$ cat src/rtl/control_unit_seq_if.sv
// control_unit_seq_if: host instruction channel (word, valid, ready) into the sequenced control unit.
interface control_unit_seq_if #(parameter int INSTR_W = 96);
  logic [INSTR_W-1:0] instr_in;
  logic instr_valid_in;
  logic instr_ready_out;
  modport master (output instr_in, instr_valid_in, input instr_ready_out);
  modport slave (input instr_in, instr_valid_in, output instr_ready_out);
endinterface

$ cat src/rtl/control_unit_seq.sv
// control_unit_seq: FIFO-buffered instruction sequencer issuing one word per slot with registered decoded fields and per-word hold.
// CTRL_UNIT_PARITY_EN adds even-parity checking: bad words are accepted, dropped, and flag a sticky error.
module control_unit_seq #(
  parameter int DEPTH = 4,
  parameter int DATA_W = 16,
  parameter int ROW_W = 8,
  parameter int HOLD_W = 8
) (
  input  logic clk,
  input  logic rst,
  control_unit_seq_if.slave bus,
  input  logic stall_in,
`ifdef CTRL_UNIT_PARITY_EN
  input  logic instr_parity_in,
  output logic parity_err_out,
`endif
  output logic issue_valid_out,
  output logic busy_out,
  output logic sys_switch_in,
  output logic ub_rd_start_in,
  output logic ub_rd_transpose,
  output logic ub_wr_host_valid_in_1,
  output logic ub_wr_host_valid_in_2,
  output logic [1:0] ub_rd_col_size,
  output logic [ROW_W-1:0] ub_rd_row_size,
  output logic [1:0] ub_rd_addr_in,
  output logic [2:0] ub_ptr_sel,
  output logic [DATA_W-1:0] ub_wr_host_data_in_1,
  output logic [DATA_W-1:0] ub_wr_host_data_in_2,
  output logic [3:0] vpu_data_pathway,
  output logic [DATA_W-1:0] inv_batch_size_times_two_in,
  output logic [DATA_W-1:0] vpu_leak_factor_in
);
  localparam int INSTR_W = 16 + ROW_W + 4 * DATA_W + HOLD_W;
  localparam int AW = $clog2(DEPTH);
  localparam int LVL_W = INSTR_W - HOLD_W - 5;
  typedef enum logic [1:0] {IDLE, ISSUE, HOLD} state_t;
  state_t r_state;
  logic [INSTR_W-1:0] r_mem [DEPTH];
  logic [AW:0] r_wr_ptr, r_rd_ptr;
  logic [HOLD_W-1:0] r_cnt;
  logic [4:0] r_strobe;
  logic [LVL_W-1:0] r_level;
  logic r_issue;
  logic [INSTR_W-1:0] w_head;
  logic w_full, w_empty, w_accept, w_push, w_free, w_pop;
  assign w_full = (r_wr_ptr ^ r_rd_ptr) == {1'b1, {AW{1'b0}}};
  assign w_empty = r_wr_ptr == r_rd_ptr;
  assign bus.instr_ready_out = rst && !w_full;
  assign w_accept = bus.instr_valid_in && bus.instr_ready_out;
`ifdef CTRL_UNIT_PARITY_EN
  logic r_par_err;
  assign w_push = w_accept && (instr_parity_in == ^bus.instr_in);
  assign parity_err_out = r_par_err;
  always_ff @(posedge clk or negedge rst) begin
    if (!rst) r_par_err <= 1'b0;
    else if (w_accept && !w_push) r_par_err <= 1'b1;
  end
`else
  assign w_push = w_accept;
`endif
  assign w_head = r_mem[r_rd_ptr[AW-1:0]];
  // The slot frees in the last output cycle of the current word so the next one issues right after it.
  assign w_free = (r_state == IDLE) || (r_state == ISSUE && r_cnt == '0) || (r_state == HOLD && r_cnt == HOLD_W'(1));
  assign w_pop = w_free && !w_empty && !stall_in;
  always_ff @(posedge clk) begin
    if (w_push) r_mem[r_wr_ptr[AW-1:0]] <= bus.instr_in;
  end
  always_ff @(posedge clk or negedge rst) begin
    if (!rst) begin
      r_state <= IDLE;
      r_wr_ptr <= '0;
      r_rd_ptr <= '0;
      r_cnt <= '0;
      r_strobe <= '0;
      r_level <= '0;
      r_issue <= 1'b0;
    end else begin
      r_issue <= w_pop;
      r_strobe <= w_pop ? w_head[4:0] : 5'd0;
      if (w_push) r_wr_ptr <= r_wr_ptr + (AW+1)'(1);
      if (w_pop) begin
        r_rd_ptr <= r_rd_ptr + (AW+1)'(1);
        r_level <= w_head[5 +: LVL_W];
        r_cnt <= w_head[INSTR_W-1 -: HOLD_W];
        r_state <= ISSUE;
      end else if (w_free) r_state <= IDLE;
      else if (r_state == ISSUE) r_state <= HOLD;
      else r_cnt <= r_cnt - HOLD_W'(1);
    end
  end
  assign issue_valid_out = r_issue;
  assign busy_out = !w_empty || r_state != IDLE;
  assign {ub_wr_host_valid_in_2, ub_wr_host_valid_in_1, ub_rd_transpose, ub_rd_start_in, sys_switch_in} = r_strobe;
  assign ub_rd_col_size = r_level[1:0];
  assign ub_rd_row_size = r_level[2 +: ROW_W];
  assign ub_rd_addr_in = r_level[2+ROW_W +: 2];
  assign ub_ptr_sel = r_level[4+ROW_W +: 3];
  assign ub_wr_host_data_in_1 = r_level[7+ROW_W +: DATA_W];
  assign ub_wr_host_data_in_2 = r_level[7+ROW_W+DATA_W +: DATA_W];
  assign vpu_data_pathway = r_level[7+ROW_W+2*DATA_W +: 4];
  assign inv_batch_size_times_two_in = r_level[11+ROW_W+2*DATA_W +: DATA_W];
  assign vpu_leak_factor_in = r_level[11+ROW_W+3*DATA_W +: DATA_W];
endmodule

$ cat src/flat_wrapper.sv
// flat-port wrapper written by rule: the top's interface ports become plain ports
module control_unit_seq_flat 
#(
  parameter int DEPTH = 4,
  parameter int DATA_W = 16,
  parameter int ROW_W = 8,
  parameter int HOLD_W = 8
)
  (clk, rst, stall_in, issue_valid_out, busy_out, sys_switch_in, ub_rd_start_in, ub_rd_transpose, ub_wr_host_valid_in_1, ub_wr_host_valid_in_2, ub_rd_col_size, ub_rd_row_size, ub_rd_addr_in, ub_ptr_sel, ub_wr_host_data_in_1, ub_wr_host_data_in_2, vpu_data_pathway, inv_batch_size_times_two_in, vpu_leak_factor_in, bus_instr_in, bus_instr_valid_in, bus_instr_ready_out);
  control_unit_seq_if #(.INSTR_W((16 + ROW_W + 4 * DATA_W + HOLD_W))) bus_i ();
  input  logic clk;
  input  logic rst;
  input  logic stall_in;
  output logic issue_valid_out;
  output logic busy_out;
  output logic sys_switch_in;
  output logic ub_rd_start_in;
  output logic ub_rd_transpose;
  output logic ub_wr_host_valid_in_1;
  output logic ub_wr_host_valid_in_2;
  output logic [1:0] ub_rd_col_size;
  output logic [ROW_W-1:0] ub_rd_row_size;
  output logic [1:0] ub_rd_addr_in;
  output logic [2:0] ub_ptr_sel;
  output logic [DATA_W-1:0] ub_wr_host_data_in_1;
  output logic [DATA_W-1:0] ub_wr_host_data_in_2;
  output logic [3:0] vpu_data_pathway;
  output logic [DATA_W-1:0] inv_batch_size_times_two_in;
  output logic [DATA_W-1:0] vpu_leak_factor_in;
  input wire logic [$bits(bus_i.instr_in)-1:0] bus_instr_in;
  input wire logic [$bits(bus_i.instr_valid_in)-1:0] bus_instr_valid_in;
  output wire logic [$bits(bus_i.instr_ready_out)-1:0] bus_instr_ready_out;
  assign bus_i.instr_in = bus_instr_in;
  assign bus_i.instr_valid_in = bus_instr_valid_in;
  assign bus_instr_ready_out = bus_i.instr_ready_out;
  control_unit_seq #(.DEPTH(DEPTH), .DATA_W(DATA_W), .ROW_W(ROW_W), .HOLD_W(HOLD_W)) u_core (.clk(clk), .rst(rst), .bus(bus_i), .stall_in(stall_in), .issue_valid_out(issue_valid_out), .busy_out(busy_out), .sys_switch_in(sys_switch_in), .ub_rd_start_in(ub_rd_start_in), .ub_rd_transpose(ub_rd_transpose), .ub_wr_host_valid_in_1(ub_wr_host_valid_in_1), .ub_wr_host_valid_in_2(ub_wr_host_valid_in_2), .ub_rd_col_size(ub_rd_col_size), .ub_rd_row_size(ub_rd_row_size), .ub_rd_addr_in(ub_rd_addr_in), .ub_ptr_sel(ub_ptr_sel), .ub_wr_host_data_in_1(ub_wr_host_data_in_1), .ub_wr_host_data_in_2(ub_wr_host_data_in_2), .vpu_data_pathway(vpu_data_pathway), .inv_batch_size_times_two_in(inv_batch_size_times_two_in), .vpu_leak_factor_in(vpu_leak_factor_in));
endmodule
$ cat config.mk
export PLATFORM = sky130hd
export DESIGN_NAME = control_unit_seq_flat
export DESIGN_NICKNAME = d
export VERILOG_FILES = /design/src/rtl/control_unit_seq_if.sv /design/src/rtl/control_unit_seq.sv /design/src/flat_wrapper.sv
export SDC_FILE = /design/constraint.sdc
export NUM_CORES = 1
export LEC_CHECK = 0
export BUFFER_PORTS_ARGS = -buffer_cell sky130_fd_sc_hd__buf_2
export CAP_MARGIN = 20
export CORE_AREA = 3 3 315 240
export DETAILED_ROUTE_END_ITERATION = 16
export DIE_AREA = 0 0 318 243
export HOLD_SLACK_MARGIN = 0.08
export SLEW_MARGIN = 20
export SYNTH_ARGS = -nofsm -noshare
export SYNTH_HDL_FRONTEND = slang
export SYNTH_SLANG_ARGS = --single-unit
$ cat constraint.sdc
create_clock -name clk -period 11.6 [get_ports clk]
set_clock_uncertainty 0.1 [all_clocks]
set_input_delay 0.58 -clock clk [delete_from_list [all_inputs] [get_ports clk]]
set_output_delay 0.58 -clock clk [all_outputs]
set_load 0.02 [all_outputs]
==> flow_summary_export.csv, run 1 <==
group,metric,value,unit
drt,router_iterations_before_antenna_repair,5,
synth,synth.avg_cell_area,22.9,um2
outcome,status,"complete, no violations",
layout,areaGrowthSynthToFinish,25.7,%
synth,synth_warnings,0,
place,gp_routability_congestion,0.679,
critical_path,criticalPathCategory,"reg2reg",
grt,pin_count_of_the_biggest_net_entering_global_routing,57,
synth,summed_instance_area_of_the_synthesized_netlist,18100,um2
clock_network,numCtsBuffers,50,
grt,grt_first_pass_wirelength,59600,um
sta,period_needed,4.03,ns
clock_network,max-clock-path-buffers,3,
drt,wire_per_inst,18.4,um
critical_path,critical_path_required,11.97,ns
floorplan,start_util,24.8,%
clock_network,clkLatencyLatePin,0.59,ns
floorplan,rows,86,
drt,postRouteAntennaNets,0,
clock_network,number_of_buffers_inserted_to_repair_setup_after_cts,0,
critical_path,cpMaxStageDelayCell,"dfrtp_4",
power,cellLeakagePower,8.32,nW
sta,tightestPinTransition,0.930,ns
place,dp_cells,1926,
sta,hold_violation_count_in_the_final_report,0,
critical_path,startpoint_type,"flip-flop",
critical_path,crit_path_cell_trace,"xnor2_1 > a31oi_1 > o211ai_4 > inv_4 > buf_4 > mux2_2",
drt,drt_wl_total,38800,um
layout,final-instance-count-excl-fill,2108,
sta,timing.final.setup_violations,0,
clock_network,clkSlewWorstSetupHoldPaths,0.06,ns
power,powerDensity,175,nW/um2
critical_path,end_kind,"flip-flop",
critical_path,worstPathBufferInverterCount,2,
layout,layout.nets,1204,
sta,relSlewSlack,38.0,%
clock_network,cts_tree,"done",
critical_path,critical_path_arrival,4.40,ns
synth,count_of_flip_flops_with_a_built_in_enable_after_synthesis,384,
synth,postSynthCellCount,791,
clock_network,cts.root.buffer_cell,"clkbuf_16",
floorplan,floorplan.die_area,77300,um2
clock_network,post_cts.resized_instances,0,
sta,rsz_0062_raised_after_global_routing,"no",
floorplan,design.core.area,72800,um2
critical_path,critical-path-top-delay-family,"buffers and inverters",
min_path,holdCritPathClass,"in2reg",
power,power.total,0.00399,W
synth,asyncSetResetFlopFracSynth,21.5,%
drt,route.vias.total,8727,
floorplan,dieHeight,243,um
floorplan,chipWidth,318,um
layout,drive_above_1_share,40.6,%
drt,drcViolationCount,0,
synth,synth_seq_area_share,78.2,%
grt,gr-total-overflow,0,
clock_network,clock-sinks,489,
power,max-vdd-ir-drop,0.0000984,V
job,timing.max_cap.violations,0,
place,port-buffer-count,190,
grt,grt_util_all_layers,10.1,%
sta,layout_worst_path_cycle_share,34.7,%
place,dpl.hpwl,22000,um
grt,grt_antenna_before_repair,5,
synth,postSynthRegisterBits,489,
critical_path,timing.critical_path.fanout_max,49,
floorplan,io-pin-count,191,
synth,synthDistinctLibCells,40,
grt,vias_in_the_first_global_route,9630,
sta,report.final.slew_viol_count,0,
synth,syn_nets,899,
drt,drt_iter0_drc,487,
critical_path,max_stage_delay,0.98,ns
drt,post_drt_via_cell_ratio,4.14,
synth,prevailing_post_synth_register_cell,"edfxtp_1",
sta,timing.setup.tns,0,ns
sta,max_fclk,0.248,GHz
clock_network,cts_htree_levels,2,
==> synth_stat cells (2+ instances only) <==
cell,count,area (um2)
edfxtp_1,384,11500
dfrtp_1,105,2630
mux4_2,96,2160
mux2_2,76,856
clkbuf_1,18,67.6
xnor2_1,10,87.6
buf_6,9,101
ha_1,8,100
inv_1,8,30.0
mux2_1,8,90.1
nand2_1,8,30.0
nor2_1,8,30.0
a21oi_1,7,35.0
and2_1,6,37.5
and3_1,5,31.3
buf_2,4,20.0
mux2i_1,4,40.0
nor4_1,3,18.8
or4_1,2,15.0
xor2_1,2,17.5
==> placed cells by master, fill, tap and decap left out, drive strengths merged, types with 2 or more instances in the layout <==
cell	instances
ha	8
nor3	2
and3	5
buf	200
xnor2	10
mux2	84
a21oi	7
clkinv	12
bufinv	6
mux4	96
diode	2
nor2	8
dlygate4sd3	86
or4	3
nand2	8
clkbuf	72
dfrtp	105
o41ai	2
edfxtp	384
xor2	2
and2	6
nor4	3
inv	13
mux2i	4
==> sequential cells by signal (all words and copies together), names as in the netlist <==
name and flops:
u_core.r_wr_ptr 3, u_core.r_cnt 8, u_core.r_rd_ptr 3, u_core.r_strobe 5
u_core.r_level 83, u_core.issue_valid_out 1, u_core.r_state 2, u_core.r_mem 384
==> power by group <==
group / switching [W] / internal [W] / leakage [nW]
Combinational: 0.000154 / 0.0000833 / 2.56
Clock: 0.000676 / 0.000989 / 0.845
Sequential: 0.0000310 / 0.00206 / 4.91
==> cell type report <==
cell class              count  area (um2)
flip-flops and latches    489       14200
clock buffers              72        1420
inverters                   9        36.3
well taps                 968        1210
repair buffers            286        1890
clock inverters            22         298
multi-input cells         260        3730
fillers                  6994       50100
diodes                      2        5.00
==> metal layers <==
metal	wire (um)	vias to the layer above	track usage, %	part of all wire [%]
li1	-	3851	-	-
met1	17700	4609	13.7	46
met2	18300	204	16.1	47
met3	2060	59	2.48	5.3
met4	762	4	2.85	2.0
met5	21	-	0	0.054
==> kinds of logic after synthesis <==
kind of cell / Yosys count / share of synthesized area [%]
adder cells (fa/ha/maj): 8 / 0.553
AND/OR/NAND/NOR: 39 / 1.22
multiplexers: 184 / 17.4
XOR/XNOR: 12 / 0.581
flip-flops: 489 / 78.2
buffers and inverters: 42 / 1.29
AO/OA/AOI/OAI: 17 / 0.733
==> path summary, 6_finish.rpt <==
check / start / endpoint / slack [ns] / depth (start not counted)
setup / recovery: u_core.r_rd_ptr[1] / u_core.r_level[35] / 7.57 / 6
hold / removal: bus_instr_in[60] / u_core.r_mem[3][60] / 0.12 / 1
setup reg to reg: u_core.r_rd_ptr[1] / u_core.r_level[35] / 7.57 / 6
hold reg to reg: u_core.r_rd_ptr[2] / u_core.r_rd_ptr[2] / 0.39 / 1
max in group asynchronous: rst / u_core.r_rd_ptr[0] / 9.94 / 3
min in group asynchronous: rst / u_core.r_level[37] / 0.31 / 2
==> metrics by stage <==
step | setup slack, ns | instance area, um2 | util [%] | hold WS, ns
5_1_grt | 7.25 | 22700 | 31.2 | 0.0876
2_1_floorplan | 7.65 | 18100 | - | 0.184
3_5_place_dp | 7.46 | 20200 | 27.7 | 0.338
4_1_cts | 7.43 | 22700 | 31.2 | 0.0803
3_3_place_gp | 7.57 | 20200 | 27.7 | 0.338
6_report | 7.57 | 22800 | 31.2 | 0.124
==> what timing repair did <==
action                                 CTS  global route
hold buffers                            86             0
endpoints found under the hold margin  343             0
setup endpoints to repair                0             0
Power figures use the tool's default switching activity.
==> run 2: changes to the inputs <==
clock period = 3.55 ns   (was 11.6 ns; I/O delays follow)
==> run 2 against run 1 <==
- worst setup slack lost 6.9 ns
- register-to-register slack worse by 6.9 ns
- routed wire length rose by 1.8%
- cell area up 2.5%
- critical path depth unchanged
- critical path type unchanged
- critical endpoint is now u_core.r_level[49]
- via count rose by 1.7%
- cell count is 1.4% higher
- flip-flop and latch count unchanged
- largest power group unchanged
==> flow_summary_export.csv, run 2 (synthesized netlist as in run 1, its figures left out) <==
group,metric,value,unit
outcome,status,"complete, no violations",
critical_path,critical_path_required,3.91,ns
drt,route.vias.total,8875,
floorplan,chipWidth,318,um
layout,areaGrowthSynthToFinish,28.9,%
grt,pin_count_of_the_biggest_net_entering_global_routing,99,
critical_path,worst_setup_path_endpoint,"u_core.r_level[49]",
critical_path,cpMaxStageDelayCell,"or4_4",
sta,report.final.slew_viol_count,0,
layout,drive_above_1_share,41.4,%
job,timing.max_cap.violations,0,
critical_path,r2r-end,"u_core.r_level[49]",
critical_path,criticalPathCategory,"reg2reg",
floorplan,rows,86,
critical_path,end_kind,"flip-flop",
grt,vias_in_the_first_global_route,9828,
grt,gr-total-overflow,0,
clock_network,clock-sinks,489,
grt,grt_antenna_before_repair,5,
clock_network,numCtsBuffers,52,
place,dp_cells,1938,
layout,multi_input_area,3730,um2
sta,rsz_0062_raised_after_global_routing,"no",
layout,largest_register_ff_count,384,
critical_path,crit_path_start,"u_core.r_cnt[2]",
critical_path,setup.reg_to_reg.worst_slack,0.67,ns
clock_network,cts_htree_levels,2,
sta,fin_ws,0.667,ns
layout,finalInstanceArea,23300,um2
place,dpl.hpwl,22800,um
power,net-switching-power,0.00295,W
critical_path,worstReg2RegStart,"u_core.r_cnt[2]",
place,port-buffer-count,190,
critical_path,critical_path_depth,6,
floorplan,floorplan.die_area,77300,um2
clock_network,clkSlewWorstSetupHoldPaths,0.06,ns
clock_network,cts.root.buffer_cell,"clkbuf_16",
place,gp_routability_congestion,0.674,
sta,max_fclk,0.347,GHz
power,netSwitchingFraction,21.7,%
sta,tightestPinTransition,0.989,ns
drt,drcViolationCount,0,
layout,register_area,14200,um2
power,internal_power,0.0106,W
layout,layout.nets,1233,
sta,timing.setup.tns,0,ns
sta,timing.final.setup_violations,0,
critical_path,timing.critical_path.fanout_max,24,
clock_network,cts_tree,"done",
sta,hold_violation_count_in_the_final_report,0,
drt,drt_iter0_drc,447,
critical_path,crit_path_cell_trace,"or4_4 > nor3_4 > o211ai_4 > inv_4 > buf_4 > mux2_2",
power,p_comb_share,6.4,%
sta,layout_worst_path_cycle_share,81.2,%
critical_path,critical-path-top-delay-family,"simple AND/OR/NAND/NOR gates",
floorplan,io-pin-count,191,
layout,fillerInstances,6985,
drt,post_drt_via_cell_ratio,4.15,
drt,drt_wl_total,39500,um
layout,layout.cells.most_common,"edfxtp_1",
critical_path,timing.reg2reg.worst_path_depth,6,
clock_network,clkLatencyLatePin,0.60,ns
power,powerDensity,582,nW/um2
layout,final-instance-count-excl-fill,2138,
clock_network,max-clock-path-buffers,3,
power,sequentialPowerShare,50.1,%
sta,relSlewSlack,34.0,%
drt,postRouteAntennaNets,0,
power,max-vdd-ir-drop,0.000517,V
critical_path,worstPathBufferInverterCount,2,
place,detailed_place.area,20400,um2
critical_path,startpoint_type,"flip-flop",
critical_path,max_stage_delay,0.58,ns
power,cellLeakagePower,8.53,nW
drt,wire_per_inst,18.5,um
critical_path,critical_path_arrival,3.25,ns
layout,layout_common_cells,"edfxtp_1, buf_2, dfrtp_1, dlygate4sd3_1, mux4_2",
floorplan,design.core.area,72800,um2
place,dp_worst_setup_slack,0.636,ns
grt,grt_first_pass_wirelength,60800,um
drt,router_iterations_before_antenna_repair,5,
floorplan,dieHeight,243,um
sta,period_needed,2.88,ns
floorplan,start_util,24.8,%
grt,grt_util_all_layers,10.3,%
min_path,holdCritPathClass,"in2reg",
power,p_clk_share,43.4,%
==> run 2: cell types whose count changed in the layout (fill, tap and decap cells not counted), sizes merged, moves of 4 or more <==
cell         delta
clkbuf          -6
buf            +13
clkinvlp        +7
clkinv          -5
bufinv          +4
dlygate4sd3    +14
==> run 2: timing repair <==
| action | in CTS | in global routing |
|---|---|---|
| hold buffers | 101 | 0 |
| endpoints found under the hold margin | 500 | 0 |
| buffers inserted | 0 | 0 |
| gates resized for setup | 0 | 0 |
==> run 2: how the worst min path moves through the flow <==
stage,from,to,slack [ns],depth (start not counted)
after global placement,rst,u_core.r_level[39],0.01,1
after CTS,bus_instr_in[7],u_core.r_mem[2][7],0.16,2
after detailed placement,rst,u_core.r_level[39],0.01,1
after floorplan,rst,u_core.issue_valid_out,-0.22,0
after global routing,bus_instr_in[11],u_core.r_mem[2][11],0.19,2
final,bus_instr_in[6],u_core.r_mem[2][6],0.22,2
==> run 2: area by class of cell <==
| cell class | count | share of cell area (%) |
|---|---|---|
| diodes | 2 | 0.0215 |
| clock buffers | 66 | 6.07 |
| clock inverters | 31 | 1.98 |
| inverters | 9 | 0.156 |
| multi-input cells | 260 | 16.0 |
| flip-flops and latches | 489 | 60.7 |
| well taps | 968 | 5.19 |
| repair buffers | 313 | 9.88 |
==> run 2: metal layers <==
metal | share of wire (%) | up-vias | global-route usage [%]
li1 | - | 3909 | -
met1 | 44 | 4693 | 13.4
met2 | 47 | 196 | 16.4
met3 | 6.8 | 71 | 3.41
met4 | 2.1 | 6 | 3.08
met5 | 0.091 | - | 0
==> run 2: metrics by stage <==
stage                     util, %  hold WS, ns  total power, W
after CTS                    32.0        0.165          0.0138
after detailed placement     28.0       0.0116         0.00775
final                        32.0        0.219          0.0136
after global routing         32.0        0.194          0.0142
after global placement       28.0       0.0112         0.00769
after floorplan                 -       -0.218         0.00728
==> run 2: power by group through the flow <==
stage               Clock [W]  Combinational, W  Sequential [W]
CTS                   0.00612          0.000916         0.00681
global placement            0          0.000788         0.00690
detailed placement          0          0.000817         0.00693
floorplan                   0          0.000369         0.00691
global route          0.00636          0.000970         0.00684
finish                0.00590          0.000876         0.00681
==> run 3: changes to the inputs <==
ABC_AREA = 1   (was default)
CORE_AREA = 3 3 319 242   (was 3 3 315 240)
DIE_AREA = 0 0 322 245   (was 0 0 318 243)
clock period = 3 ns   (was 3.55 ns; I/O delays follow)
==> run 3 against run 2 <==
- die area increased by 2.1%
- sequential share of layout area grew 0.072 points
- global-route usage rose by 1.5 points
- largest power group unchanged
- worst hold slack got worse by 0.0081 ns
- highest routed layer unchanged
- routed wire length is 20% higher
==> flow_summary_export.csv, run 3 <==
group,metric,value,unit
critical_path,timing.critical_path.fanout_max,4,
floorplan,dieHeight,245,um
synth,prevailing_post_synth_register_cell,"edfxtp_1",
clock_network,clkLatencyLatePin,0.59,ns
sta,max_fclk,0.457,GHz
synth,synth_warnings,0,
grt,grt_first_pass_wirelength,71200,um
place,detailed_place.area,20700,um2
sta,tightestPinTransition,1.01,ns
floorplan,floorplan.die_area,78900,um2
floorplan,start_util,25.1,%
layout,layout.cells.most_common,"edfxtp_1",
power,cellLeakagePower,9.03,nW
job,timing.max_cap.violations,0,
min_path,holdCritPathClass,"in2reg",
sta,report.final.slew_viol_count,0,
clock_network,cts_htree_levels,2,
layout,layout_common_cells,"edfxtp_1, nand2_1, nor2_1, o21ai_0, buf_2",
grt,grt_util_all_layers,11.8,%
sta,period_needed,2.19,ns
synth,synth.avg_cell_area,12.8,um2
layout,fillerInstances,7352,
layout,multi_input_area,3910,um2
power,net-switching-power,0.00338,W
place,gp_routability_congestion,0.749,
sta,layout_worst_path_cycle_share,73.0,%
clock_network,cts.root.buffer_cell,"clkbuf_16",
layout,drive_above_1_share,16.9,%
layout,layout.nets,1844,
clock_network,clkSlewWorstSetupHoldPaths,0.06,ns
sta,relSlewSlack,32.6,%
layout,largest_register_ff_count,384,
layout,finalInstanceArea,23300,um2
floorplan,design.core.area,73800,um2
synth,yosys.area.top_type_share,62.3,%
layout,register_area,14200,um2
drt,wire_per_inst,17.2,um
clock_network,clock-sinks,489,
synth,synthDistinctLibCells,27,
synth,syn_nets,1560,
synth,postSynthCellCount,1452,
synth,summed_instance_area_of_the_synthesized_netlist,18500,um2
critical_path,critical_path_required,2.75,ns
synth,synth_top_cells_by_area,"edfxtp_1, dfrtp_1, nand2_1",
clock_network,max-clock-path-buffers,3,
grt,gr-total-overflow,0,
place,port-buffer-count,190,
sta,rsz_0062_raised_after_global_routing,"no",
critical_path,end_kind,"primary output",
clock_network,numCtsBuffers,52,
layout,areaGrowthSynthToFinish,25.8,%
clock_network,post_cts.resized_instances,0,
floorplan,rows,86,
sta,finalHoldWorstSlack,0.211,ns
sta,timing.setup.tns,0,ns
power,max-vdd-ir-drop,0.000401,V
sta,timing.final.setup_violations,0,
drt,route.vias.total,12000,
drt,drcViolationCount,0,
synth,yosysMostFrequentCell,"edfxtp_1",
synth,postSynthRegisterBits,489,
place,dpl.hpwl,25400,um
power,p_comb_share,6.9,%
floorplan,chipWidth,322,um
grt,vias_in_the_first_global_route,11800,
critical_path,criticalPathCategory,"reg2out",
synth,asyncSetResetFlopFracSynth,21.5,%
clock_network,cts_tree,"done",
critical_path,critical_path_arrival,1.94,ns
critical_path,startpoint_type,"flip-flop",
synth,netlist_top_cells_count,"edfxtp_1, nand2_1, nor2_1",
floorplan,io-pin-count,191,
grt,pin_count_of_the_biggest_net_entering_global_routing,192,
power,p_clk_share,40.1,%
outcome,status,"complete, no violations",
synth,count_of_flip_flops_with_a_built_in_enable_after_synthesis,384,
drt,postRouteAntennaNets,0,
power,sequentialPowerShare,53.0,%
power,internal_power,0.0118,W
sta,hold_violation_count_in_the_final_report,0,
power,netSwitchingFraction,22.3,%
synth,synthDominantAreaCellType,"edfxtp_1",
drt,router_iterations_before_antenna_repair,5,
power,powerDensity,649,nW/um2
grt,grt_antenna_before_repair,9,
drt,post_drt_via_cell_ratio,4.35,
drt,drt_iter0_drc,802,
drt,drt_wl_total,47400,um
clock_network,number_of_buffers_inserted_to_repair_setup_after_cts,0,
synth,synth_seq_area_share,76.5,%
-- run 3: cell count changes after synthesis, moves of 15 or more --
| cell | change |
|---|---|
| inv_1 | +15 |
| nand2_1 | +292 |
| clkbuf_1 | +20 |
| o22ai_1 | +87 |
| mux4_2 | -96 |
| o21ai_0 | +202 |
| mux2_2 | -76 |
| nor2_1 | +211 |
| buf_2 | +33 |
-- run 3: cell type report --
class	count	share of cell area, %
flip-flops and latches	489	60.8
multi-input cells	855	16.8
repair buffers	313	9.81
clock buffers	83	6.43
well taps	968	5.20
clock inverters	13	0.494
inverters	25	0.435
diodes	5	0.0537
-- run 3: critical path: stages, from the launching register on --
cell	delay, ns
dfrtp_4	0.51
inv_4	0.07
nand2_1	0.04
nand2_1	0.09
nand3_2	0.15
or2_2	0.31
buf_2	0.18
-- run 3: logic make-up (layout without fill, tap and decap cells) --
logic type | Yosys count | in the layout | synth area share [%]
buf+inv | 108 | 434 | 2.70
xor+xnor | 7 | 7 | 0.331
fa+ha+maj | 8 | 8 | 0.541
other cells | 0 | 5 | 0
compound gates | 299 | 299 | 8.68
flops | 489 | 489 | 76.5
simple gates | 541 | 541 | 11.3
-- run 3: per-layer routing --
metal  track usage, %  part of all wire, %  vias to the layer above
li1                 -                    -                     5702
met1             15.6                   45                     5899
met2             19.6                   47                      294
met3             2.76                  6.1                       66
met4             2.83                  1.6                        8
met5                0                0.093                        -
-- run 3: worst paths after layout --
kind	startpoint	endpoint	slack, ns	cells past startpoint
min reg2reg	u_core.r_level[45]	u_core.r_level[45]	0.36	2
max	u_core.r_rd_ptr[1]	busy_out	0.81	6
max reg2reg	u_core.r_cnt[0]	u_core.r_level[30]	0.84	9
max in group asynchronous	rst	u_core.r_rd_ptr[0]	1.98	3
min	bus_instr_in[77]	u_core.r_mem[1][77]	0.21	2
min in group asynchronous	rst	u_core.r_level[35]	0.26	3
-- run 3: what timing repair did --
action                                  in CTS  in global routing
hold buffers                               100                  0
hold endpoints to repair                   494                  0
endpoints found under the setup margin       0                  0
-- run 3: metrics by stage --
stage | worst slack [ns] | instances | utilization (%) | power, W
final | 0.810 | 2751 | 31.6 | 0.0151
after global routing | 0.640 | 2750 | 31.6 | 0.0158
after CTS | 0.727 | 2746 | 31.5 | 0.0154
after detailed placement | 0.820 | 2550 | 28.0 | 0.00913
after global placement | 0.867 | 2550 | 28.0 | 0.00908
after floorplan | 0.00845 | 1452 | - | 0.00863
-- run 3: power groups by stage --
stage / clock network [W] / logic [W] / registers [W]
6_report: 0.00607 / 0.00104 / 0.00802
5_1_grt: 0.00661 / 0.00116 / 0.00805
4_1_cts: 0.00630 / 0.00108 / 0.00802
3_5_place_dp: 0 / 0.000965 / 0.00816
3_3_place_gp: 0 / 0.000940 / 0.00814
2_1_floorplan: 0 / 0.000478 / 0.00815
